[src/rtl/fifo_pkg.sv]
// Shared definitions for the register FIFO and its read-side unpacker: default
// widths, unpacker state encoding and beat slicing helpers.
package fifo_pkg;

   localparam int DEF_DATA_WIDTH = 128;
   localparam int DEF_OUT_WIDTH  = 32;

   typedef enum logic [1:0] {
      IDLE,
      WAIT,
      SEND
   } unpack_state_t;

   function automatic int num_beats(input int data_width, input int out_width);
      return data_width / out_width;
   endfunction

   // Bit offset of beat idx inside a wide word for either beat ordering.
   function automatic int slice_lsb(input int idx, input int beats, input int out_width,
                                    input bit msb_first);
      return msb_first ? (beats - 1 - idx) * out_width : idx * out_width;
   endfunction

endpackage

[src/rtl/fifo_unpacker.sv]
// Read-side consumer of the wide register FIFO: fetches one word at a time and
// replays it as narrow valid/ready beats, marking the last beat of each word.
module fifo_unpacker
   import fifo_pkg::*;
#(
   parameter int DATA_WIDTH = DEF_DATA_WIDTH,
   parameter int OUT_WIDTH  = DEF_OUT_WIDTH,
   parameter bit MSB_FIRST  = 1'b0
) (
   input  logic                  clk,
   input  logic                  arst,
   input  logic                  srst,
   input  logic                  fifo_mty,
   input  logic [DATA_WIDTH-1:0] fifo_q,
   output logic                  fifo_rd,
   output logic                  out_valid,
   input  logic                  out_ready,
   output logic [OUT_WIDTH-1:0]  out_data,
   output logic                  out_last,
   output logic                  busy
);

   localparam int BEATS = num_beats(DATA_WIDTH, OUT_WIDTH);
   localparam int CNT_W = (BEATS > 1) ? $clog2(BEATS) : 1;
   localparam logic [CNT_W-1:0] LAST_CNT = CNT_W'(BEATS - 1);

   if ((DATA_WIDTH % OUT_WIDTH) != 0 || BEATS < 2) begin : g_param_check
      $error("fifo_unpacker: DATA_WIDTH must be a multiple of OUT_WIDTH with at least 2 beats");
   end

   unpack_state_t           state, state_nxt;
   logic [CNT_W-1:0]        cnt, cnt_nxt;
   logic [DATA_WIDTH-1:0]   word_r;
   logic                    load;
   logic                    send_ok;

   // A reset in progress suppresses every outward strobe, so a beat offered
   // alongside srst is never seen as transferred.
   assign send_ok = !arst && !srst;

   always_ff @(posedge clk or posedge arst) begin
      if (arst) begin
         state  <= IDLE;
         cnt    <= '0;
         word_r <= '0;
      end else if (srst) begin
         state  <= IDLE;
         cnt    <= '0;
         word_r <= '0;
      end else begin
         state <= state_nxt;
         cnt   <= cnt_nxt;
         if (load) begin
            word_r <= fifo_q;
         end
      end
   end

   always_comb begin
      state_nxt = state;
      cnt_nxt   = cnt;
      load      = 1'b0;
      fifo_rd   = 1'b0;
      out_valid = 1'b0;
      out_last  = 1'b0;
      case (state)
         IDLE: begin
            if (!fifo_mty) begin
               fifo_rd   = 1'b1;
               state_nxt = WAIT;
            end
         end
         WAIT: begin
            load      = 1'b1;
            cnt_nxt   = '0;
            state_nxt = SEND;
         end
         SEND: begin
            out_valid = 1'b1;
            out_last  = (cnt == LAST_CNT);
            if (out_ready) begin
               if (cnt == LAST_CNT) begin
                  // Chain straight into the next word when one is waiting.
                  if (!fifo_mty) begin
                     fifo_rd   = 1'b1;
                     state_nxt = WAIT;
                  end else begin
                     state_nxt = IDLE;
                  end
               end else begin
                  cnt_nxt = cnt + CNT_W'(1);
               end
            end
         end
         default: state_nxt = IDLE;
      endcase
      if (!send_ok) begin
         fifo_rd   = 1'b0;
         out_valid = 1'b0;
         out_last  = 1'b0;
      end
   end

   assign out_data = word_r[slice_lsb(int'(cnt), BEATS, OUT_WIDTH, MSB_FIRST) +: OUT_WIDTH];
   assign busy     = (state != IDLE);

endmodule

[config.mk]
export PLATFORM = sky130hd
export DESIGN_NAME = fifo_unpacker
export DESIGN_NICKNAME = d
export VERILOG_FILES = /design/src/rtl/fifo_pkg.sv /design/src/rtl/fifo_unpacker.sv
export SDC_FILE = /design/constraint.sdc
export NUM_CORES = 1
export LEC_CHECK = 0
export ABC_CLOCK_PERIOD_IN_PS = 6600
export BUFFER_PORTS_ARGS = -buffer_cell sky130_fd_sc_hd__buf_2
export CAP_MARGIN = 20
export CORE_ASPECT_RATIO = 1.25
export CORE_UTILIZATION = 35
export CTS_CLUSTER_SIZE = 30
export DETAILED_ROUTE_END_ITERATION = 8
export MAX_ROUTING_LAYER = met4
export PLACE_DENSITY = 0.62
export SLEW_MARGIN = 20
export SYNTH_ARGS = -nofsm -noshare
export SYNTH_HDL_FRONTEND = slang
export SYNTH_SLANG_ARGS = --single-unit
[constraint.sdc]
create_clock -name clk -period 6.6 [get_ports clk]
set_clock_uncertainty 0.1 [all_clocks]
set_input_delay 0.33 -clock clk [delete_from_list [all_inputs] [get_ports clk]]
set_output_delay 0.33 -clock clk [all_outputs]
set_load 0.01 [all_outputs]
==> impl_summary.txt, run 1 <==
----------------------------------------------------
[STA]
  Number of endpoints with negative hold slack in the final report ... 0
  Slew at the pin closest to its max-slew limit ... 1.02 ns
  Max Slew Vio Count ... 0
  Peak clock frequency supported by timing ... 0.344 GHz
  Final Cycle Share ... 0.440
  Unrepaired setup endpoints after global routing ... no
  Final-report setup violation count ... 0
  Worst max-slew margin expressed relative to the limit ... 0.321
  Post-layout minimum cycle time ... 2.91 ns
  Total negative slack for setup checks ... 0 ns

[Placement]
  Half-perimeter wire length after placement ... 9110 um
  Post-detailed-placement cell area ... 0.00648 mm^2
  # placed instances ... 702
  Routability Congestion ... 0.768
  Count of input and output buffers ... 168

[Clock tree]
  CTS tree ... yes
  H-tree Lvls ... 4
  Worst-path clk slew ... 0.06 ns
  Root buffer cell ... sky130_fd_sc_hd__clkbuf_16
  Deepest clock path buffer count ... 2
  Clock net sink count ... 132
  PostCTS Resize Cnt ... 0
  Post-CTS Setup Inserts ... 0
  CTS buffer count ... 17
  Clock insertion delay at the later pin of the skew report ... 0.41 ns

[Floorplanning]
  Die outline height ... 145 um
  Top Ports ... 169
  Cell row count ... 51
  Total Die Area ... 0.0168 mm^2
  Placeable Area ... 0.0158 mm^2
  Die width ... 116 um
  Starting density of the core ... 0.362

[Yosys]
  Average instance area after synthesis ... 16.1 um^2
  Yosys synthesis warning count ... 0
  Count of unique library cells instantiated by Yosys ... 26
  Share of the yosys chip area belonging to registers ... 0.579
  Synthesized instance count ... 354
  Number of synthesized register bits ... 132
  Cell Area, Synth ... 0.00571 mm^2
  Syn Nets ... 488

[Cells and area]
  Area delta synth->final ... 24.1%
  Number of filler cells placed in the layout ... 1479
  Non-filler cells in the finished layout ... 738
  Leading cell types in the layout, fill and taps excluded ... sky130_fd_sc_hd__buf_2 (168), sky130_fd_sc_hd__dfrtp_1 (130), sky130_fd_sc_hd__a22o_1 (128)
  Share of post-route cells with drive strength above 1 ... 0.469
  Most frequent standard cell in the layout excluding fill and tap cells ... sky130_fd_sc_hd__buf_2
  Post-route cell area ... 0.00708 mm^2
  Layout Nets ... 645

[Global route]
  Number of antenna violations at the first check in global routing ... 2
  GRT Overall Usage ... 0.175
  Vias in the first global route ... 4074
  Maximum number of pins on one net before global-route repair ... 74
  Global-route wire length before repair ... 21400 um
  Total congestion overflow after global routing ... 0

[Drt]
  Total DRC errors in the routed layout ... 0
  Vias per cell ... 5.27
  Length of the first detailed-routing pass in iterations ... 4
  DR vias ... 3890
  Amount of wire on met2 after detailed routing ... 7060 um
  Met3 WL ... 500 um
  Total routed wirelength ... 14000 um
  Wire length on met1 ... 6150 um
  Top Metal Used ... met4
  Residual antenna-violating net count after detailed routing ... 0
  Detailed router's first-iteration violation count ... 193
  Routed WL per cell ... 18.9 um

[Setup path]
  WP data required ... 6.17 ns
  Type of origin of the critical path ... register
  Critical Path, Cell by Cell ... ha_1 -> a21boi_1 -> nor4_1 -> and2_1 -> buf_2
  Largest stage delay, worst path ... 1.04 ns
  Logic depth of the worst register-to-register path ... 4
  Worst Setup End Kind ... output pin
  Class of the most critical setup path ... reg -> out
  Library cell contributing the largest single delay on the critical path ... sky130_fd_sc_hd__dfrtp_2
  Signal arrival time at the worst endpoint ... 2.48 ns
  Highest net fanout along the worst path ... 36

[Power]
  Power density over the cells ... 278 mW/mm^2
  Peak VDD IR ... 0.153 mV
  Static leakage power ... 3.48 nW

[Outcome]
  Result of the run ... finished, final reports clean

[Flow run]
  Number of maximum-capacitance constraint violations ... 0

[Min path]
  Worst hold stages ... 2
  Class of the most critical hold timing path ... in -> reg

----------------------------------------------------
layout make-up:
class	instances	area [um^2]	share of cell area
clock buffer	18	439	0.0620
sequential	132	3310	0.467
inverter	2	10.0	0.00141
multi-input combinational	182	2010	0.284
timing repair buffer	176	906	0.128
clock inverter	14	138	0.0194
tap	212	265	0.0375
antenna	2	5.00	0.000707
critical path: cells and delay by family (launching register included):
kind	cells	cell delay (ns)
and+or+nand+nor	2	0.45
AOI/OAI and AO/OA	1	0.10
DFF	1	1.04
buffers and inverters	1	0.13
adders and majority gates	1	0.35
where the power goes:
part	internal [mW]	switching (mW)
combinational	0.0886	0.0865
clock	0.561	0.354
sequential	0.850	0.0292
flip-flops by register name, indices dropped and copies added, names as in the netlist:
register / count
cnt: 2
state: 2
word_r: 128
synth_stat cells, drive strengths merged:
cell type  number  area share
nand2           1     0.00066
o21ai           1     0.00088
and2            2      0.0022
nand2b          5      0.0059
dfrtp         132        0.58
clkbuf          1      0.0013
or2             1      0.0011
mux4           32        0.13
a2bb2oi         1      0.0015
nor4bb          1      0.0018
buf            37       0.068
a21boi          1      0.0013
o32ai           2      0.0031
nor4            2      0.0022
ha              1      0.0022
a21oi           3      0.0033
inv             2      0.0013
nor2            1      0.0020
a22o          128        0.20
routing by layer:
metal  vias up  GRT usage
met5         -          -
met4         0     0.0722
met3        17     0.0437
met2       109      0.271
met1      2029      0.219
li1       1735          -
repair_timing:
| action | in CTS | in global routing |
|---|---|---|
| endpoints found under the hold margin | 17 | 0 |
| hold buffers | 2 | 0 |
| endpoints found under the setup margin | 0 | 0 |
through the flow:
| step | util | hold slack (ns) | setup slack, ns | power (mW) |
|---|---|---|---|---|
| after global routing | 0.449 | 0.0241 | 3.53 | 2.04 |
| after global placement | 0.411 | 0.378 | 4.21 | 1.06 |
| after CTS | 0.449 | 0.0191 | 3.65 | 1.99 |
| after detailed placement | 0.411 | 0.380 | 4.07 | 1.07 |
| final | 0.449 | 0.0349 | 3.69 | 1.97 |
| after floorplan | - | 0.308 | 2.63 | 1.00 |
logic make-up after synthesis:
logic type,after synthesis,share of synthesized area
compound gates,136,0.207
mux,32,0.126
flops,132,0.579
fa+ha+maj,1,0.00219
buf+inv,40,0.0702
simple gates,13,0.0158
path summary, 6_finish.rpt:
check	to	start	slack, ns
min in group asynchronous	word_r[29]	arst	0.53
worst max-delay path	fifo_rd	cnt[0]	3.69
worst min-delay path	word_r[89]	fifo_q[89]	0.03
worst max register to register	cnt[0]	cnt[0]	4.53
worst min register to register	word_r[36]	word_r[36]	0.39
max in group asynchronous	cnt[1]	arst	4.40
(Power assumes the default switching activity.)
==> inputs of run 2 (changes only) <==
--- a/config.mk
+++ b/config.mk
@@ -5,7 +5,7 @@
 export SDC_FILE = /design/constraint.sdc
 export NUM_CORES = 1
 export LEC_CHECK = 0
-export ABC_CLOCK_PERIOD_IN_PS = 6600
+export ABC_CLOCK_PERIOD_IN_PS = 3000
 export BUFFER_PORTS_ARGS = -buffer_cell sky130_fd_sc_hd__buf_2
 export CAP_MARGIN = 20
 export CORE_ASPECT_RATIO = 1.25
==> constraint.sdc (replaced) <==
create_clock -name clk -period 3 [get_ports clk]
set_clock_uncertainty 0.1 [all_clocks]
set_input_delay 0.15 -clock clk [delete_from_list [all_inputs] [get_ports clk]]
set_output_delay 0.15 -clock clk [all_outputs]
set_load 0.01 [all_outputs]
==> impl_summary.txt, run 2 (same netlist as run 1, synthesis figures left out) <==
----------------------------------------------------
[STA]
  Worst max-slew margin expressed relative to the limit ... 0.543 (+0.222)
  Final Cycle Share ... 0.841
  Total negative slack for setup checks ... 0 ns (unchanged)
  Post-layout minimum cycle time ... 2.52 ns
  Final-report setup violation count ... 0 (unchanged)
  Slew at the pin closest to its max-slew limit ... 0.685 ns (-0.334 ns)
  Unrepaired setup endpoints after global routing ... no
  Number of endpoints with negative hold slack in the final report ... 0 (unchanged)
  Peak clock frequency supported by timing ... 0.396 GHz
  Max Slew Vio Count ... 0 (unchanged)

[Min path]
  Class of the most critical hold timing path ... in -> reg

[Cells and area]
  Leading cell types in the layout, fill and taps excluded ... sky130_fd_sc_hd__buf_2 (168), sky130_fd_sc_hd__dlygate4sd3_1 (133), sky130_fd_sc_hd__dfrtp_1 (130)
  Number of filler cells placed in the layout ... 1293 (-13%)
  Layout Nets ... 777 (+20%)
  Inserted Diodes ... 0 (-2)
  Area delta synth->final ... 47.8%
  Share of post-route cells with drive strength above 1 ... 0.373 (-0.0960)
  Most frequent standard cell in the layout excluding fill and tap cells ... sky130_fd_sc_hd__buf_2
  Leading registers by flop count ... word_r: 128 flops, cnt: 2 flops, state: 2 flops
  Largest reg by FF count ... word_r
  Flip-flop count of the largest register after layout ... 128 (unchanged)

[Setup path]
  Cell family contributing the most delay on the critical path ... flip-flops
  WP data required ... 2.75 ns (-3.42 ns)
  Critical Path, Cell by Cell ... buf_4 -> mux4_2 -> buf_2
  Signal arrival time at the worst endpoint ... 2.27 ns (-0.21 ns)
  Library cell contributing the largest single delay on the critical path ... sky130_fd_sc_hd__dfrtp_2
  Type of origin of the critical path ... register
  Critical path buffer and inverter count ... 2 (+1)
  Worst Setup End Kind ... output pin
  Class of the most critical setup path ... reg -> out
  Largest stage delay, worst path ... 0.71 ns (-0.33 ns)
  Highest net fanout along the worst path ... 21 (-42%)

[Floorplanning]
  Die width ... 116 um (unchanged)
  Cell row count ... 51 (unchanged)
  Die outline height ... 145 um (unchanged)
  Top Ports ... 169 (unchanged)
  Starting density of the core ... 0.362 (unchanged)
  Placeable Area ... 0.0158 mm^2 (unchanged)
  Total Die Area ... 0.0168 mm^2 (unchanged)

[Clock tree]
  CTS buffer count ... 17 (unchanged)
  Deepest clock path buffer count ... 2 (unchanged)
  PostCTS Resize Cnt ... 0 (unchanged)
  Clock insertion delay at the later pin of the skew report ... 0.41 ns (about the same)
  H-tree Lvls ... 4 (unchanged)
  Worst-path clk slew ... 0.05 ns (about the same)
  Root buffer cell ... sky130_fd_sc_hd__clkbuf_16
  CTS tree ... yes
  Clock net sink count ... 132 (unchanged)

[Drt]
  Total routed wirelength ... 16100 um (+15%)
  Residual antenna-violating net count after detailed routing ... 0 (unchanged)
  DR vias ... 4538 (+17%)
  Vias per cell ... 5.23 (-0.81%)
  Detailed router's first-iteration violation count ... 267 (+38%)
  Length of the first detailed-routing pass in iterations ... 5 (+1)
  Total DRC errors in the routed layout ... 0 (unchanged)
  Routed WL per cell ... 18.6 um (-2.0%)

[Flow run]
  Number of maximum-capacitance constraint violations ... 0 (unchanged)

[Global route]
  Total congestion overflow after global routing ... 0 (unchanged)
  Maximum number of pins on one net before global-route repair ... 109 (+47%)
  Number of antenna violations at the first check in global routing ... 0 (-2)
  Global-route wire length before repair ... 25200 um (+18%)
  GRT Overall Usage ... 0.205 (+0.0304)
  Vias in the first global route ... 4976 (+22%)

[Power]
  Static leakage power ... 4.06 nW (+17%)
  Peak VDD IR ... 0.319 mV (+110%)
  Power, Total ... 4.55 mW (+130%)
  Power density over the cells ... 540 mW/mm^2 (+94%)

[Placement]
  Routability Congestion ... 0.804 (+4.6%)
  Half-perimeter wire length after placement ... 9450 um (+3.7%)
  Count of input and output buffers ... 168 (unchanged)

[Outcome]
  Result of the run ... finished, final reports clean

----------------------------------------------------
-- run 2: cell types whose count changed in the layout (fill, tap and decap cells not counted), sizes merged --
cell	delta
diode	-2
bufinv	+1
inv	-1
buf	+1
clkinv	+3
dlygate4sd3	+131
clkinvlp	-4
clkbuf	+1
-- run 2: stage by stage --
| stage | cells | area, um^2 | utilization | hold WS, ns | worst slack [ns] |
|---|---|---|---|---|---|
| global route | 868 | 8430 | 0.535 | 0.144 | 0.400 |
| global placement | 703 | 6510 | 0.413 | 0.148 | 0.941 |
| CTS | 868 | 8430 | 0.535 | 0.118 | 0.446 |
| floorplan | 354 | 5710 | - | 0.128 | 0.241 |
| finish | 868 | 8430 | 0.535 | 0.151 | 0.476 |
| detailed placement | 703 | 6510 | 0.413 | 0.166 | 0.898 |
-- run 2: what timing repair did --
item / in CTS / in global routing
endpoints found under the hold margin: 154 / 0
buffers inserted: 0 / 0
hold buffers: 133 / 0
setup endpoints to repair: 0 / 0
-- run 2: layout make-up --
class | instances | area [um^2] | area share
Timing Repair Buffer | 308 | 2250 | 0.267
Clock buffer | 19 | 433 | 0.0513
Inverter | 2 | 11.3 | 0.00134
Sequential cell | 132 | 3310 | 0.392
Multi-Input combinational cell | 182 | 2010 | 0.238
Tap cell | 212 | 265 | 0.0314
Clock inverter | 13 | 160 | 0.0190
-- run 2: worst paths after layout --
path,from,endpoint,slack (ns),depth (start not counted)
max,cnt[0],out_data[26],0.48,3
min,out_ready,cnt[0],0.15,4
max reg2reg,cnt[1],state[0],0.85,4
min reg2reg,word_r[102],word_r[102],0.39,1
max in group asynchronous,arst,cnt[1],1.51,4
min in group asynchronous,arst,word_r[126],0.28,3
-- run 2: power breakdown --
group	switching (mW)	internal (mW)
Combinational	0.228	0.309
Sequential	0.0628	1.87
Clock	0.780	1.30
-- run 2: metal layers --
metal | vias up | share of wire | track usage
met3 | 54 | 0.040 | 0.0450
met1 | 2300 | 0.39 | 0.230
met4 | 0 | 0.038 | 0.111
li1 | 1999 | - | -
met5 | - | 0 | -
met2 | 185 | 0.53 | 0.342
-- run 2: worst min-delay path, delay by kind of cell --
kind	cells	cell delay, ns
buffers and inverters	1	0.11
AO/OA/AOI/OAI	2	0.21
AND/OR/NAND/NOR	1	0.14
==> inputs of run 3 (changes only) <==
--- a/config.mk
+++ b/config.mk
@@ -5,7 +5,7 @@
 export SDC_FILE = /design/constraint.sdc
 export NUM_CORES = 1
 export LEC_CHECK = 0
-export ABC_CLOCK_PERIOD_IN_PS = 3000
+export ABC_CLOCK_PERIOD_IN_PS = 2300
 export BUFFER_PORTS_ARGS = -buffer_cell sky130_fd_sc_hd__buf_2
 export CAP_MARGIN = 20
 export CORE_ASPECT_RATIO = 1.25
@@ -13,7 +13,7 @@
 export CTS_CLUSTER_SIZE = 30
 export DETAILED_ROUTE_END_ITERATION = 8
 export MAX_ROUTING_LAYER = met4
-export PLACE_DENSITY = 0.62
+export PLACE_DENSITY = 0.64
 export SLEW_MARGIN = 20
 export SYNTH_ARGS = -nofsm -noshare
 export SYNTH_HDL_FRONTEND = slang
==> constraint.sdc (replaced) <==
create_clock -name clk -period 2.3 [get_ports clk]
set_clock_uncertainty 0.1 [all_clocks]
set_input_delay 0.115 -clock clk [delete_from_list [all_inputs] [get_ports clk]]
set_output_delay 0.115 -clock clk [all_outputs]
set_load 0.01 [all_outputs]
==> impl_summary.txt, run 3 (same netlist as run 1, synthesis figures left out) <==
----------------------------------------------------
[Outcome]
  Result of the run ... finished, final reports clean

[Setup path]
  WP data required ... 2.09 ns (-0.66 ns)
  Critical register-to-register path startpoint ... cnt[0]
  Worst setup slack for register-to-register paths ... 0.31 ns (-0.54 ns)
  Highest net fanout along the worst path ... 9 (-57%)
  Reg2Reg Capture Point ... state[0]
  Largest stage delay, worst path ... 0.50 ns (-0.21 ns)
  Critical Path, Cell by Cell ... ha_1 -> a21boi_1 -> nor4_1 -> and2_1 -> buf_2
  Logic depth of the worst register-to-register path ... 4 (unchanged)
  Class of the most critical setup path ... reg -> out
  Worst Setup End Kind ... output pin
  Signal arrival time at the worst endpoint ... 1.93 ns (-0.34 ns)
  Library cell contributing the largest single delay on the critical path ... sky130_fd_sc_hd__dfrtp_2
  Type of origin of the critical path ... register

[Global route]
  Number of antenna violations at the first check in global routing ... 0 (unchanged)
  GRT Overall Usage ... 0.199 (-0.00643)
  Global-route wire length before repair ... 24400 um (-3.0%)
  Vias in the first global route ... 4894 (-1.6%)
  Total congestion overflow after global routing ... 0 (unchanged)
  Maximum number of pins on one net before global-route repair ... 129 (+18%)

[Power]
  Combinational Power Share ... 0.123 (+0.005)
  Static leakage power ... 4.06 nW (about the same)
  Internal power consumption ... 4.44 mW (+27%)
  Power, Total ... 5.77 mW (+27%)
  Fraction of power spent switching nets ... 0.232 (-0.00340)
  Relative contribution of sequential cells to total power ... 0.436 (+0.012)
  Peak VDD IR ... 0.403 mV (+26%)
  Power density over the cells ... 685 mW/mm^2 (+27%)
  Power spent charging and discharging nets ... 1.34 mW (+25%)
  Power share of the clock group ... 0.441 (-0.017)

[Clock tree]
  Root buffer cell ... sky130_fd_sc_hd__clkbuf_16
  Deepest clock path buffer count ... 2 (unchanged)
  Clock net sink count ... 132 (unchanged)
  H-tree Lvls ... 4 (unchanged)
  Worst-path clk slew ... 0.05 ns (about the same)
  Post-CTS Setup Inserts ... 0 (unchanged)
  Clock insertion delay at the later pin of the skew report ... 0.40 ns (about the same)
  CTS buffer count ... 17 (unchanged)
  CTS tree ... yes

[Floorplanning]
  Placeable Area ... 0.0158 mm^2 (unchanged)
  Cell row count ... 51 (unchanged)
  Starting density of the core ... 0.362 (unchanged)
  Top Ports ... 169 (unchanged)
  Die outline height ... 145 um (unchanged)
  Die width ... 116 um (unchanged)
  Total Die Area ... 0.0168 mm^2 (unchanged)

[Drt]
  Vias per cell ... 5.21 (-0.27%)
  Routed WL per cell ... 18.0 um (-2.8%)
  Total routed wirelength ... 15700 um (-2.6%)
  Detailed router's first-iteration violation count ... 206 (-23%)
  Length of the first detailed-routing pass in iterations ... 4 (-1)
  DR vias ... 4536 (-0.044%)
  Residual antenna-violating net count after detailed routing ... 0 (unchanged)
  Total DRC errors in the routed layout ... 0 (unchanged)

[STA]
  Slew at the pin closest to its max-slew limit ... 0.645 ns (-0.0399 ns)
  Peak clock frequency supported by timing ... 0.466 GHz
  Final-report setup violation count ... 0 (unchanged)
  Number of endpoints with negative hold slack in the final report ... 0 (unchanged)
  Worst max-slew margin expressed relative to the limit ... 0.570 (+0.0266)
  Post-layout minimum cycle time ... 2.15 ns
  Final Cycle Share ... 0.933
  Unrepaired setup endpoints after global routing ... no
  Max Slew Vio Count ... 0 (unchanged)

[Cells and area]
  Number of filler cells placed in the layout ... 1260 (-2.6%)
  Leading cell types in the layout, fill and taps excluded ... sky130_fd_sc_hd__buf_2 (168), sky130_fd_sc_hd__dlygate4sd3_1 (133), sky130_fd_sc_hd__dfrtp_1 (130)
  Layout Nets ... 779 (+0.26%)
  Non-filler cells in the finished layout ... 870 (+0.23%)
  Flip-flop count of the largest register after layout ... 128 (unchanged)
  Share of post-route cells with drive strength above 1 ... 0.371 (-0.00265)
  Largest reg by FF count ... word_r
  Inserted Diodes ... 0 (unchanged)
  Most frequent standard cell in the layout excluding fill and tap cells ... sky130_fd_sc_hd__buf_2
  Leading registers by flop count ... word_r: 128 flops, cnt: 2 flops, state: 2 flops
  Area delta synth->final ... 47.8% (unchanged)

[Placement]
  # placed instances ... 705 (+0.28%)
  Half-perimeter wire length after placement ... 9480 um (+0.38%)
  Routability Congestion ... 0.794 (-1.2%)
  Count of input and output buffers ... 168 (unchanged)

[Min path]
  Worst hold stages ... 4 (unchanged)
  Class of the most critical hold timing path ... in -> reg
  Startpoint of the tightest hold check path ... out_ready
  Capture endpoint of the worst hold path ... cnt[0]

[Flow run]
  Number of maximum-capacitance constraint violations ... 0 (unchanged)

----------------------------------------------------
## run 3: worst max path at each step
stage / start / cells after the start / end / slack (ns)
floorplan: arst / 2 / fifo_rd / -0.39
global placement: cnt[1] / 3 / out_data[14] / 0.62
detailed placement: cnt[1] / 3 / out_data[14] / 0.62
CTS: cnt[1] / 3 / out_data[14] / 0.17
global route: cnt[0] / 5 / fifo_rd / 0.06
finish: cnt[0] / 5 / fifo_rd / 0.15
## run 3: stage by stage
stage / utilization / hold slack (ns) / setup WS, ns / setup TNS, ns / instance area (um^2)
after detailed placement: 0.416 / 0.204 / 0.616 / 0 / 6550
after global routing: 0.535 / 0.116 / 0.0555 / 0 / 8430
after floorplan: - / 0.0934 / -0.389 / -0.389 / 5710
after CTS: 0.535 / 0.0815 / 0.166 / 0 / 8430
final: 0.535 / 0.0997 / 0.154 / 0 / 8430
after global placement: 0.416 / 0.190 / 0.622 / 0 / 6550
## run 3: timing repair
action	in CTS	in global routing
hold buffers	133	0
gates resized for setup	0	0
setup endpoints to repair	0	0
endpoints found under the hold margin	264	0
## run 3: routing by layer
| metal | global-route usage | routed length [um] | vias up |
|---|---|---|---|
| met3 | 0.0408 | 558 | 41 |
| met5 | - | 0 | - |
| met2 | 0.340 | 8430 | 157 |
| li1 | - | - | 2004 |
| met4 | 0.0985 | 481 | 0 |
| met1 | 0.220 | 6220 | 2334 |
## run 3: power groups by stage
| stage | registers (mW) | clock network [mW] | logic (mW) |
|---|---|---|---|
| floorplan | 2.52 | 0 | 0.361 |
| global placement | 2.55 | 0 | 0.515 |
| detailed placement | 2.55 | 0 | 0.525 |
| CTS | 2.51 | 2.62 | 0.708 |
| global route | 2.53 | 2.69 | 0.767 |
| finish | 2.52 | 2.54 | 0.710 |
## run 3: cell type report
class                      instances  area [um^2]  area share
inverter                           2         11.3     0.00134
sequential                       132         3310       0.392
clock inverter                    10          109      0.0129
clock buffer                      22          444      0.0527
timing repair buffer             310         2290       0.271
multi-input combinational        182         2010       0.238
tap                              212          265      0.0314
## run 3: worst max-delay path, delay by kind of cell, from the launching register on
family | cells | cell delay, ns
and+or+nand+nor | 2 | 0.50
AOI/OAI and AO/OA | 1 | 0.11
DFF | 1 | 0.50
adders and majority gates | 1 | 0.28
buffers and inverters | 1 | 0.13
